### config.mk
export PLATFORM = sky130hd
export DESIGN_NAME = dma_reg_axil_ctrl
export DESIGN_NICKNAME = d
export VERILOG_FILES = /design/src/rtl/dma_reg_axil_ctrl.sv
export SDC_FILE = /design/constraint.sdc
export NUM_CORES = 1
export LEC_CHECK = 0
export BUFFER_PORTS_ARGS = -buffer_cell sky130_fd_sc_hd__buf_2
export CORE_AREA = 2 2 110 112
export CTS_CLUSTER_DIAMETER = 200
export DETAILED_ROUTE_END_ITERATION = 10
export DIE_AREA = 0 0 112 114
export PLACE_DENSITY_LB_ADDON = 0.05
export REMOVE_ABC_BUFFERS = 1
export SYNTH_ARGS = -nofsm -noshare
export SYNTH_HDL_FRONTEND = slang
export SYNTH_SLANG_ARGS = --single-unit
export TNS_END_PERCENT = 5
### constraint.sdc
create_clock -name aclk -period 4 [get_ports aclk]
set_input_delay 0.8 -clock aclk [delete_from_list [all_inputs] [get_ports aclk]]
set_output_delay 0.8 -clock aclk [all_outputs]
set_load 0.01 [all_outputs]
### src/rtl/dma_reg_axil_ctrl.sv
// AXI4-Lite slave front-end for the DMA register file.
// Accepts one read or write at a time, arbitrates conflicts round-robin,
// drives a combinational register-read mux and a single-cycle write strobe,
// and pops the frame-size FIFO once when its decode offset is read.
module dma_reg_axil_ctrl #(
  parameter int                            ADDR_DECODER_WIDTH   = 8,
  parameter logic [ADDR_DECODER_WIDTH-1:0] FRAME_SIZE_FIFO_ADDR = 8'h28
) (
  input  logic        aclk,
  input  logic        aresetn,
  // write address / data / response
  input  logic [31:0] s_awaddr,
  input  logic        s_awvalid,
  output logic        s_awready,
  input  logic [31:0] s_wdata,
  input  logic [3:0]  s_wstrb,
  input  logic        s_wvalid,
  output logic        s_wready,
  output logic        s_bvalid,
  input  logic        s_bready,
  output logic [1:0]  s_bresp,
  // read address / data
  input  logic [31:0] s_araddr,
  input  logic        s_arvalid,
  output logic        s_arready,
  output logic        s_rvalid,
  input  logic        s_rready,
  output logic [31:0] s_rdata,
  output logic [1:0]  s_rresp,
  // register file side
  output logic [31:0] mem_rd_addr,
  input  logic [31:0] mem_rd_data,
  output logic        mem_wr_en,
  output logic [31:0] mem_wr_addr,
  output logic [31:0] mem_wr_data,
  output logic [3:0]  mem_wr_strb,
  output logic        frame_size_fifo_ren
);

  localparam logic [1:0] IDLE    = 2'd0;
  localparam logic [1:0] RD_CAPT = 2'd1;
  localparam logic [1:0] RD_RESP = 2'd2;
  localparam logic [1:0] WR_RESP = 2'd3;

  logic [1:0] state;
  logic       prio_rd;   // 1: read wins the next conflict
  logic       rd_req;
  logic       wr_req;
  logic       rd_sel;
  logic       wr_sel;
  logic       idle;

  // Request qualification and round-robin pick; a lone requester always wins.
  always_comb begin
    idle   = (state == IDLE);
    rd_req = s_arvalid;
    wr_req = s_awvalid & s_wvalid;
    rd_sel = rd_req & (~wr_req | prio_rd);
    wr_sel = wr_req & ~rd_sel;
  end

  // Handshake and response outputs decode straight from the registered state,
  // so an asynchronous reset drops them in the same instant.
  always_comb begin
    s_arready           = idle & rd_sel;
    s_awready           = idle & wr_sel;
    s_wready            = idle & wr_sel;
    s_rvalid            = (state == RD_RESP);
    s_bvalid            = (state == WR_RESP);
    s_rresp             = 2'b00;
    s_bresp             = 2'b00;
    // RD_CAPT lasts one cycle per read, so this pops at most once per read
    // no matter how long the master stalls s_rready afterwards.
    frame_size_fifo_ren = (state == RD_CAPT) &&
                          (mem_rd_addr[ADDR_DECODER_WIDTH-1:0] == FRAME_SIZE_FIFO_ADDR);
  end

  // Transaction FSM, payload registers and arbitration priority flag.
  always_ff @(posedge aclk or negedge aresetn) begin
    if (!aresetn) begin
      state       <= IDLE;
      prio_rd     <= 1'b1;
      s_rdata     <= '0;
      mem_rd_addr <= '0;
      mem_wr_en   <= 1'b0;
      mem_wr_addr <= '0;
      mem_wr_data <= '0;
      mem_wr_strb <= '0;
    end else begin
      mem_wr_en <= 1'b0;
      case (state)
        IDLE: begin
          if (rd_sel) begin
            mem_rd_addr <= s_araddr;
            prio_rd     <= 1'b0;
            state       <= RD_CAPT;
          end else if (wr_sel) begin
            mem_wr_addr <= s_awaddr;
            mem_wr_data <= s_wdata;
            mem_wr_strb <= s_wstrb;
            mem_wr_en   <= 1'b1;
            prio_rd     <= 1'b1;
            state       <= WR_RESP;
          end
        end
        RD_CAPT: begin
          s_rdata <= mem_rd_data;
          state   <= RD_RESP;
        end
        RD_RESP: if (s_rready) state <= IDLE;
        WR_RESP: if (s_bready) state <= IDLE;
        default: state <= IDLE;
      endcase
    end
  end

endmodule

==> run summary, run 1 <==
At the pin with the least slew margin, the transition time is 0.627 ns. Total of flip-flops plus latches after synthesis: 136. The total overflow left after global routing is 0. The clock edge transition at the registers on the reported setup and hold paths is 0.05 ns, and the maximum achievable frequency is 369 MHz. Counting tap cells, the placed design contains a total of 725 instances.

The synthesized netlist devotes 1.67% of its cell area to compound gates. The total CTS buffers was 17. TritonCTS built the clock tree. The worst setup path is captured at an output pin. For the finished layout, the period the worst path requires is 2.71 ns. The area growth from synthesis to layout is 39.1%. The critical setup path kind is in2out. The CTS sink count is 136, and the count of cells resized by post-cts repair is 0.

The run gives 65.8% as the sequential share of the synthesized area. Average size of a mapped cell: 16.5 sq um. The run gives 2 as the maximum count of clock buffers along a single path. For the worst flop-to-flop path, the logic depth is 3.

Synthesis produced 314 cells. Ranked by instance count, the synthesized netlist is headed by dfrtp_1, mux2_2, buf_2. In the final routed layout, each cell accounts on average for 15.7 um.

The number of input and output port buffers inserted was 277. The die is 112 um wide. Global routing used 19.2% of the available tracks across all layers. In this run the number of H-tree levels came out at 4. The top-level I/O count is 282, and the number of max-slew violations in the final report is 0.

In this run the cell area of the synthesized design comes to 0.00518 sq mm. Summing all multi-input logic gate instances after layout gives 0.00165 sq mm. The total setup violations reported at the end of the flow is 0. Power spread over the standard cell area amounts to 832 mW/mm^2.

The share of synthesized cell area in and, or, nand and nor gates was 1.14%. STA puts the critical path data required time at 3.20 ns. In the routed design, unresolved DRC markers number 0. At the end of routability-driven placement, the weighted congestion stood at 0.736. After routing the design area is 0.00720 sq mm. The number of setup buffers added after CTS is 0. The standard cell core area came out at 0.0117 sq mm. The hold violation count in the final report came out at 0. Dividing the final minimum period by the clock period gives 67.7%. The tightest min-delay check is of the in2async type. The worst path meets setup with 1.29 ns of slack.

The sequential cells in the finished layout cover a total of 0.00340 sq mm. The residual antenna-violating net count after detailed routing is 0. The leakage power summed over all cells came out at 3.62 nW. The Yosys step of the flow raised 0 warnings.

The run gives 754 as the final standard cell count with taps included and fillers excluded. The share of Yosys cell area claimed by the top area cell type is 65.2%. Yosys attributes the largest share of cell area to dfrtp_1, mux2_2, mux2_1, buf_2, buf_4.

The arrival time of data at the critical path endpoint was 1.91 ns; the reg-to-reg setup timing slack was 2.10 ns. Library cell with the highest instance count after synthesis: dfrtp_1. The routed layout has 3,576 vias. Summed over all layers, the routed wires come to 11,800 um. Of the total synthesized cell area, the portion taken by XOR and XNOR cells is 0%. The insertion delay of the later-clocked pin in the worst-skew pair is 0.41 ns, and the remaining max-slew budget at the tightest pin is 58.2%. For the worst hold-check slack, the log shows 0.379 ns. The run gives 0 as the count of hold-fix buffers inserted at cts.

Setup repair after global routing left no endpoint under its margin. For the post-placement cell area, the log shows 0.00670 sq mm. The tools report the net count reported at finish as 736. The synthesized netlist devotes 0% of its cell area to adder and majority cells.

Cells with a size suffix above 1 make up 71.5% of the layout. The startpoint identified for the worst register-to-register timing path is state[0]$_DFFE_PN0P_. The post-synthesis async set-or-reset flop share was 100%. The tools report the count of filler cells inserted in the layout as 1,005. The tools report the antenna diode count as 0. The synthesized design spends more area on one cell type than any other, namely dfrtp_1. The full die area is 0.0128 sq mm, and the critical-path maximum fanout is 14. The synthesized netlist contains 25 unique library cells. Detailed placement finished with a half-perimeter wire length of 8990 um. The first global-routing pass estimated 18,700 um of wire.

Clock skew on the completed layout was measured at 0.00559 ns. The number of antenna violations at the first check in global routing is 1, and the number of enable flip-flop cells after synthesis is 0. Endpoint of the worst-slack reg-to-reg timing path: mem_wr_data[26]$_DFFE_PN0P_. The largest net degree at the start of global routing came out at 70.

The iteration-0 DRC count of the detailed router was 160. After layout, the design draws a total of 5.99 mW. Of the post-synthesis cell area, the part taken by muxes is 28.7%. The tools report the row count as 40. Using the TritonRoute via totals, the vias-per-cell ratio works out to 4.74. For this configuration, the core starts out at a cell density of 44.2%. The placement-stage worst setup slack was 1.27 ns.

The number of global-route vias before repair is 3,700, and the count of maximum capacitance violations is 0. The top flip-flop cell by instance count after synthesis was dfrtp_1. The flow ran to the end, and the final reports show no timing, DRC or antenna violations.

For the number of iterations in the first detailed-routing pass, the log shows 3. The combinational family with the most area after synthesis was multiplexers. The worst setup path is launched from an input pin. In this run the vertical extent of the chip is 114 um. Clock tree synthesis selected as its root buffer the cell clkbuf_16. The tools report the peak supply drop as 402 uV.
==> kinds of logic after synthesis <==
kind of cell	after synthesis
AND/OR/NAND/NOR	10
multiplexers	132
other	1
AO/OA/AOI/OAI	10
buffers and inverters	25
flip-flops	136
==> layer usage <==
metal,vias up,global-route usage [%],part of all wire [%]
li1,1667,-,-
met5,-,0,0
met1,1716,22.7,38
met2,173,30.1,49
met3,20,8.40,11
met4,0,9.43,2.3
==> worst max path at each step <==
| stage | start | endpoint | slack, ns |
|---|---|---|---|
| final | s_awvalid | s_awready | 1.29 |
| after global routing | s_awvalid | s_awready | 1.21 |
| after CTS | s_awvalid | s_awready | 1.27 |
| after detailed placement | s_awvalid | s_awready | 1.27 |
| after global placement | s_awvalid | s_wready | 1.32 |
| after floorplan | s_awvalid | s_awready | -0.28 |
==> power breakdown <==
group / internal, mW / switching [mW]
sequential: 2.09 / 0.350
clock: 0.807 / 0.516
combinational: 1.19 / 1.03
==> final cells by class <==
type                       instances  area share, %
sequential                       136           47.3
multi-input combinational        156           23.0
timing repair buffer             283           20.1
clock buffer                      24           6.55
tap                              147           2.55
clock inverter                     5          0.348
inverter                           3          0.156
==> stage by stage <==
step	util (%)	TNS, ns
final	61.5	0
after global routing	61.5	0
after global placement	57.2	0
after CTS	61.5	0
after detailed placement	57.2	0
after floorplan	-	-5.54
==> sequential cells by signal (all words and copies together), names as in the netlist <==
| name | cells |
|---|---|
| state | 2 |
| mem_wr_data | 32 |
| mem_wr_strb | 4 |
| mem_wr_en | 1 |
| mem_rd_addr | 32 |
| prio_rd | 1 |
| s_rdata | 32 |
| mem_wr_addr | 32 |
==> cells in the final DEF, fill, tap and decap left out <==
cell type,count
nor2b_2,1
a21o_1,1
nor4b_1,2
clkbuf_1,5
o21ai_0,1
dfstp_2,1
a22oi_1,1
nor2b_1,1
clkinv_2,5
conb_1,4
clkbuf_8,2
buf_6,1
o21ai_2,1
nand2_1,3
a2111oi_0,1
dfrtp_1,135
a21oi_1,2
nor3b_1,1
mux2_2,123
a211o_1,1
mux2_1,9
inv_1,3
buf_4,5
a2111oi_4,1
clkbuf_16,17
buf_2,276
nor2_1,1
buf_12,1
a31oi_1,1
and3_1,1
==> critical path: stages <==
cell       delay, ns
buf_2           0.10
nand2_1         0.14
a2111oi_4       0.42
buf_4           0.29
buf_2           0.16
No activity file was read; power rests on OpenSTA's default activity.
==> run 2, diff against run 1 <==
- CORE_AREA: 2 2 110 112 -> default
- CORE_MARGIN: default -> 2
- CORE_UTILIZATION: default -> 40
- DIE_AREA: 0 0 112 114 -> default
- clock period: 4 -> 2.49 ns (I/O delays scaled with it)
==> run 2 against run 1 <==
Net effect: via count is 1.2% higher; worst setup slack worse by 1.1 ns; non-clock buffer count increased by 6; sequential share of layout area fell by 1.6 points; global-route usage about the same; utilization down 2.5 points; routed wire length increased by 7.6%; cell area is 3.4% higher; first-iteration DRC count down 24%; combinational power increased by 64%; highest routed layer is now met5; register-to-register slack got worse by 1.5 ns; cell count grew 4.5%.
==> run summary, run 2 (synthesis results as in run 1) <==
Net count reported at finish: 742. The largest net degree at the start of global routing is 65. The clock tree skew after final layout is 0.00538 ns. Of the total power, registers draw 38.7%.

For this run the aggregate overflow at the end of global routing stands at 0. STA classifies the critical path startpoint as a flop. In this run, the combinational gates consume 35.8% of the power. The run gives 3.18 mW as the net switching power. Max-cap violations in this run came to 0. For the aggregate global-route resource usage, the log shows 19.2%. Total number of H-tree levels: 4. The global-route wire length before repair is 20,500 um, and the average wire length per cell after detail routing is 16.1 um.

The clock edge transition at the registers on the reported setup and hold paths was 0.06 ns. The tools report the kind of capture point of the worst setup path as an output pin. For the maximum count of clock buffers along a single path, the log shows 2. Buffers inserted during clock tree synthesis total 17.

The filler cells instantiated in the layout total 1,094. Setup violations remaining at the end of the flow were counted as 0. The tree is rooted in a clkbuf_16. After routing, the total negative slack on setup checks comes to 0 ns. Clock tree synthesis found a total of 136 sinks.

The logs give 0 for the hold violation count in the final report and 0.230 ns for the worst setup margin. The clock network is responsible for 25.5% of the overall power. The mean number of vias per cell was 4.59; the met2 wire length was 6290 um. The worst-case IR drop observed on VDD is 726 uV. For the pin with the worst max-slew slack, the measured transition is 0.600 ns. The library cell used most frequently in the layout, excluding fill and tap cells, is buf_2. The logs give 0 for the buffers inserted during post-CTS setup optimization and 41.0% for the effective utilization at floorplan.

For this block, the initial DRC count from the detailed router was 121. For the worst hold-check slack, the log shows 0.0834 ns. The net switching share of the total power came out at 31.1%. Routability-driven placement finished with a final weighted congestion of 0.755. The number of max-slew violations in the final report is 0.

The residual antenna-violating net count after detailed routing is 0. Once detailed placement completed, the half-perimeter wirelength came to 9690 um. In this run the horizontal extent of the chip is 118 um. In this run, post-CTS repair resized a total of 0 instances. The detailed router used layers up to and including met5. The post-placement cell area was 0.00682 sq mm. At the later pin of the worst-skew pair, clock insertion delay measures 0.41 ns. The logs give 3,831 for the number of global-route vias before repair and 443 MHz for the maximum achievable frequency. The floorplan has 41 rows. After layout, the worst path uses 90.7% of the clock period. The logs give 58.9% for the remaining max-slew budget at the tightest pin and 7.03 mW for the internal power contribution. Setup repair after global routing left no endpoint under its margin. The tools report the DRC violation count after routing as 0. Critical setup path kind: reg2out.

Arrival time of data at the critical path endpoint: 1.76 ns. The routed design has 12,700 um of wire. TritonCTS built the clock tree. Overall power consumption after layout is estimated at 10.2 mW. Hold repair after CTS inserted 0 buffers. Summed over all cells, the static leakage comes to 3.72 nW.

Measured along the y axis, the die boundary spans 118 um. The required time of the critical path is 1.99 ns. Along the worst path, the maximum fanout reaches 43. Compared with the post-synthesis result, the final layout area differs by 43.8%. The floorplan step defined a die boundary enclosing 0.0139 sq mm. The number of iterations in the first detailed-routing pass was 2; the via total after detailed routing was 3,620. The path type of the worst min-delay path was in2async. The ratio of total power to cell area is 1370 mW/mm^2, and the antenna diode count is 0. Timing analysis after detailed placement gives a worst setup slack of 0.348 ns. After floorplanning, the core was sized to cover 0.0126 sq mm. After detailed routing, the met3 layer carries 1320 um of wire.

In the final routing, the length of wire on met1 measures 4900 um. The worst path needs 2.26 ns of the cycle, external delays included. The number of antenna violations at the first check in global routing was 1; the fraction of final layout cells with drive strength greater than 1 was 72.6%. For the top-level I/O count, the log shows 282. The finished cells cover 0.00744 sq mm. Leaving out fill and tap cells, the most frequent cells in the layout are buf_2, dfrtp_1, mux2_2.

During placement, the flow inserted port buffers numbering 277. The run finished with clean final reports.
## run 2: cell type report
| cell class | instances | area (sq um) | area share [%] |
|---|---|---|---|
| tap | 172 | 215 | 2.89 |
| multi-input combinational | 156 | 1650 | 22.2 |
| clock buffer | 24 | 512 | 6.88 |
| inverter | 3 | 11.3 | 0.151 |
| clock inverter | 8 | 115 | 1.55 |
| sequential | 136 | 3400 | 45.7 |
| timing repair buffer | 289 | 1530 | 20.6 |
## run 2: stage by stage
stage / instances / utilization [%]
after floorplan: 295 / -
after global placement: 756 / 54.0
after detailed placement: 756 / 54.0
after CTS: 788 / 59.0
after global routing: 788 / 59.0
final: 788 / 59.0
## run 2: path summary, 6_finish.rpt
path	to	slack (ns)	from	cells past startpoint
max in group asynchronous	prio_rd$_DFFE_PN1P_	1.78	aresetn	2
max reg2reg	mem_wr_addr[8]$_DFFE_PN0P_	0.64	state[0]$_DFFE_PN0P_	4
min	mem_wr_addr[29]$_DFFE_PN0P_	0.08	aresetn	1
max	s_awready	0.23	state[0]$_DFFE_PN0P_	3
min reg2reg	mem_wr_addr[27]$_DFFE_PN0P_	0.48	mem_wr_addr[27]$_DFFE_PN0P_	1
min in group aclk	state[0]$_DFFE_PN0P_	0.29	s_bready	2
## run 2: power groups by stage
stage | logic, mW | clock network (mW) | registers, mW
CTS | 3.73 | 2.67 | 3.96
finish | 3.66 | 2.60 | 3.95
floorplan | 1.49 | 0 | 4.48
detailed placement | 3.72 | 0 | 3.99
global route | 3.96 | 2.78 | 4.12
global placement | 3.67 | 0 | 3.94
## run 2: layer usage
metal	track usage, %	up-vias
li1	-	1676
met1	22.0	1748
met2	31.4	178
met3	8.91	16
met4	7.00	2
met5	0	-
## run 2: critical path, cell delays in order (launching register included)
cell	delay [ns]
dfrtp_1	0.48
a2111oi_4	0.37
buf_12	0.28
buf_2	0.18
==> run 3, diff against run 2 <==
- CTS_BUF_LIST: default -> sky130_fd_sc_hd__clkbuf_4
==> run 3 against run 2 <==
Net effect: register-to-register slack improved by 0.03 ns; routed wire length rose by 0.63%; utilization fell by 2.5 points; sequential power barely moved; clock power fell by 46%; non-clock buffer count rose by 3; cell count rose by 0.38%; critical endpoint unchanged.
==> run summary, run 3 (synthesis results as in run 1) <==
The flow ran to the end, and the final reports show no timing, DRC or antenna violations. For the utilization after layout, the log shows 56.5%. The hold violation count in the final report was 0; the number of global-route vias before repair was 3,843. The clock edge transition at the registers on the reported setup and hold paths was 0.11 ns.

The logs give 4 for the total number of H-tree levels and 664 uV for the peak supply drop. Walking the worst path, the cells encountered are a2111oi_4 -> clkbuf_16 -> buf_2. The tools report the via total after detailed routing as 3,653. The net count reported at finish is 745. The worst setup path is captured at an output pin.

The worst register-to-register path has a depth of 4. The count of maximum capacitance violations was 0. Hold path startpoint: s_bready. The library cell used most frequently in the layout, excluding fill and tap cells, is buf_2.

By startpoint and endpoint, the worst setup path is classified as reg2out. From synthesis to final layout, the design area changed by 37.6%. Antenna diode count: 0. The tools report the total grt overflow as 0. Setup repair after global routing left no endpoint under its margin. TritonCTS built the clock tree. In this run the critical register-to-register path is launched from state[1]$_DFFE_PN0P_. The count of buffers added on input and output ports is 277.

The initial utilization of the core area, before any placement, comes to 41.0%. The number of clock buffers added by TritonCTS is 17. The detail route stage leaves a number of antenna-violating nets equal to 0. In this design, the stage delay of the slowest critical-path cell is 0.50 ns. On the critical path the largest part of the delay comes from flip-flops.

Together, buffers and inverters on the worst path number 2. At the worst endpoint, the required time is 1.99 ns. In this run the deepest clock path goes through 2 buffers.

Entering global routing, the biggest net connects 65 pins. STA classifies the critical path startpoint as a flop. The logs give 1 for the number of antenna violations at the first check in global routing and 20,500 um for the global-route wire length before repair. After detailed routing, the number of remaining DRC violations is 0.

The tools report the leakage power summed over all cells as 3.58 nW. Across all setup checks in the final design, the least slack found is 0.156 ns. Along the worst path, the maximum fanout reaches 22. The finished cells cover 0.00712 sq mm.

For this design the top-level I/O count stands at 282. After layout, the worst path uses 93.8% of the clock period. The endpoint identified for the worst register-to-register timing path is mem_wr_addr[8]$_DFFE_PN0P_. The clock tree root driver cell is clkbuf_4. The floorplan step defined a die boundary enclosing 0.0139 sq mm. Derived from the worst setup path, the maximum achievable clock frequency is 428 MHz.

Routed wire length: 12,800 um. The total area inside the core boundary comes to 0.0126 sq mm. The post-DP HPWL came out at 9690 um. The number of max-slew violations in the final report was 0. The worst hold path was traced through 2 stages. Clock tree skew after final layout: 0.0121 ns. In the final layout, the share of cells above drive strength 1 is 71.9%. The post-placement cell area is 0.00682 sq mm, and the placement-stage worst setup slack is 0.348 ns. The floorplan step set the die width to 118 um. Setup violations remaining at the end of the flow were counted as 0.

Endpoint with the worst hold slack: state[0]$_DFFE_PN0P_. Reg-to-reg setup timing slack: 0.67 ns. The mean number of vias per cell was 4.62. The iteration-0 DRC count of the detailed router is 106, and the aggregate global-route resource usage is 19.2%. For the finished layout, the period the worst path requires is 2.33 ns.

For the number of iterations in the first detailed-routing pass, the log shows 4. The floorplan has 41 rows. In this run the power density over the cells is 1270 mW/mm^2. The average wire length per cell after detail routing is 16.1 um. The tools report the remaining max-slew budget at the tightest pin as 59.8%. The insertion delay of the later-clocked pin in the worst-skew pair was 0.52 ns. The CTS sink count was 136; the arrival time of data at the critical path endpoint was 1.84 ns.

In the layout the commonest cells are buf_2, dfrtp_1, mux2_2. The placer's final routability congestion estimate was 0.755. Path type of the worst min-delay path: in2reg. Worst-path cell with the longest stage delay: dfrtp_2. Measured along the y axis, the die boundary spans 118 um. At the pin with the least slew margin, the transition time is 0.588 ns.
-- run 3: changes by cell type in the layout (fill, tap and decap cells not counted), moves of 6 or more --
cell	delta
clkbuf_4	+18
clkbuf_8	-6
clkbuf_16	-16
clkinv_1	+6
-- run 3: per-layer routing --
metal	vias up	GRT usage (%)	share of wire, %
li1	1684	-	-
met1	1770	21.8	37
met2	180	31.5	51
met3	17	9.25	11
met4	2	6.78	1.6
met5	-	0	0.063
-- run 3: worst reg2reg max path: stages, from the launching register on --
cell	delay [ns]
dfrtp_2	0.50
a2111oi_4	0.37
clkbuf_16	0.28
buf_12	0.21
mux2_2	0.35
-- run 3: layout make-up --
| type | count | area, sq um |
|---|---|---|
| clock buffers | 18 | 135 |
| flip-flops and latches | 136 | 3410 |
| multi-input cells | 156 | 1650 |
| repair buffers | 292 | 1570 |
| fillers | 1131 | 5500 |
| clock inverters | 14 | 138 |
| well taps | 172 | 215 |
| inverters | 3 | 11.3 |
-- run 3: timing repair --
| action | 4_1_cts | 5_1_grt |
|---|---|---|
| setup endpoints to repair | 0 | 2 |
| hold buffers | 1 | 0 |
| gates resized for setup | 0 | 2 |
| setup buffers | 0 | 1 |
| hold endpoints to repair | 59 | 0 |
-- run 3: power by group --
| group | total (mW) | switching (mW) | internal, mW |
|---|---|---|---|
| combinational | 3.67 | 1.71 | 1.96 |
| clock | 1.41 | 0.734 | 0.678 |
| sequential | 3.93 | 0.595 | 3.34 |
-- run 3: stage by stage --
step | instances | hold slack (ns) | TNS, ns | power (mW)
CTS | 789 | 0.0996 | 0 | 9.15
global route | 791 | 0.106 | 0 | 9.67
floorplan | 295 | 0.202 | -96.72 | 5.96
finish | 791 | 0.159 | 0 | 9.02
global placement | 756 | 0.461 | 0 | 7.61
detailed placement | 756 | 0.470 | 0 | 7.71
-- run 3: how the worst max path moves through the flow --
stage	from	end	slack, ns	cells after the start
3_5_place_dp	s_awvalid	mem_wr_data[24]$_DFFE_PN0P_	0.35	6
2_1_floorplan	s_awvalid	mem_wr_addr[0]$_DFFE_PN0P_	-1.29	3
3_3_place_gp	s_awvalid	s_awready	0.37	5
4_1_cts	state[0]$_DFFE_PN0P_	s_awready	0.04	3
6_report	state[1]$_DFFE_PN0P_	s_awready	0.16	3
5_1_grt	state[1]$_DFFE_PN0P_	s_wready	0.03	3
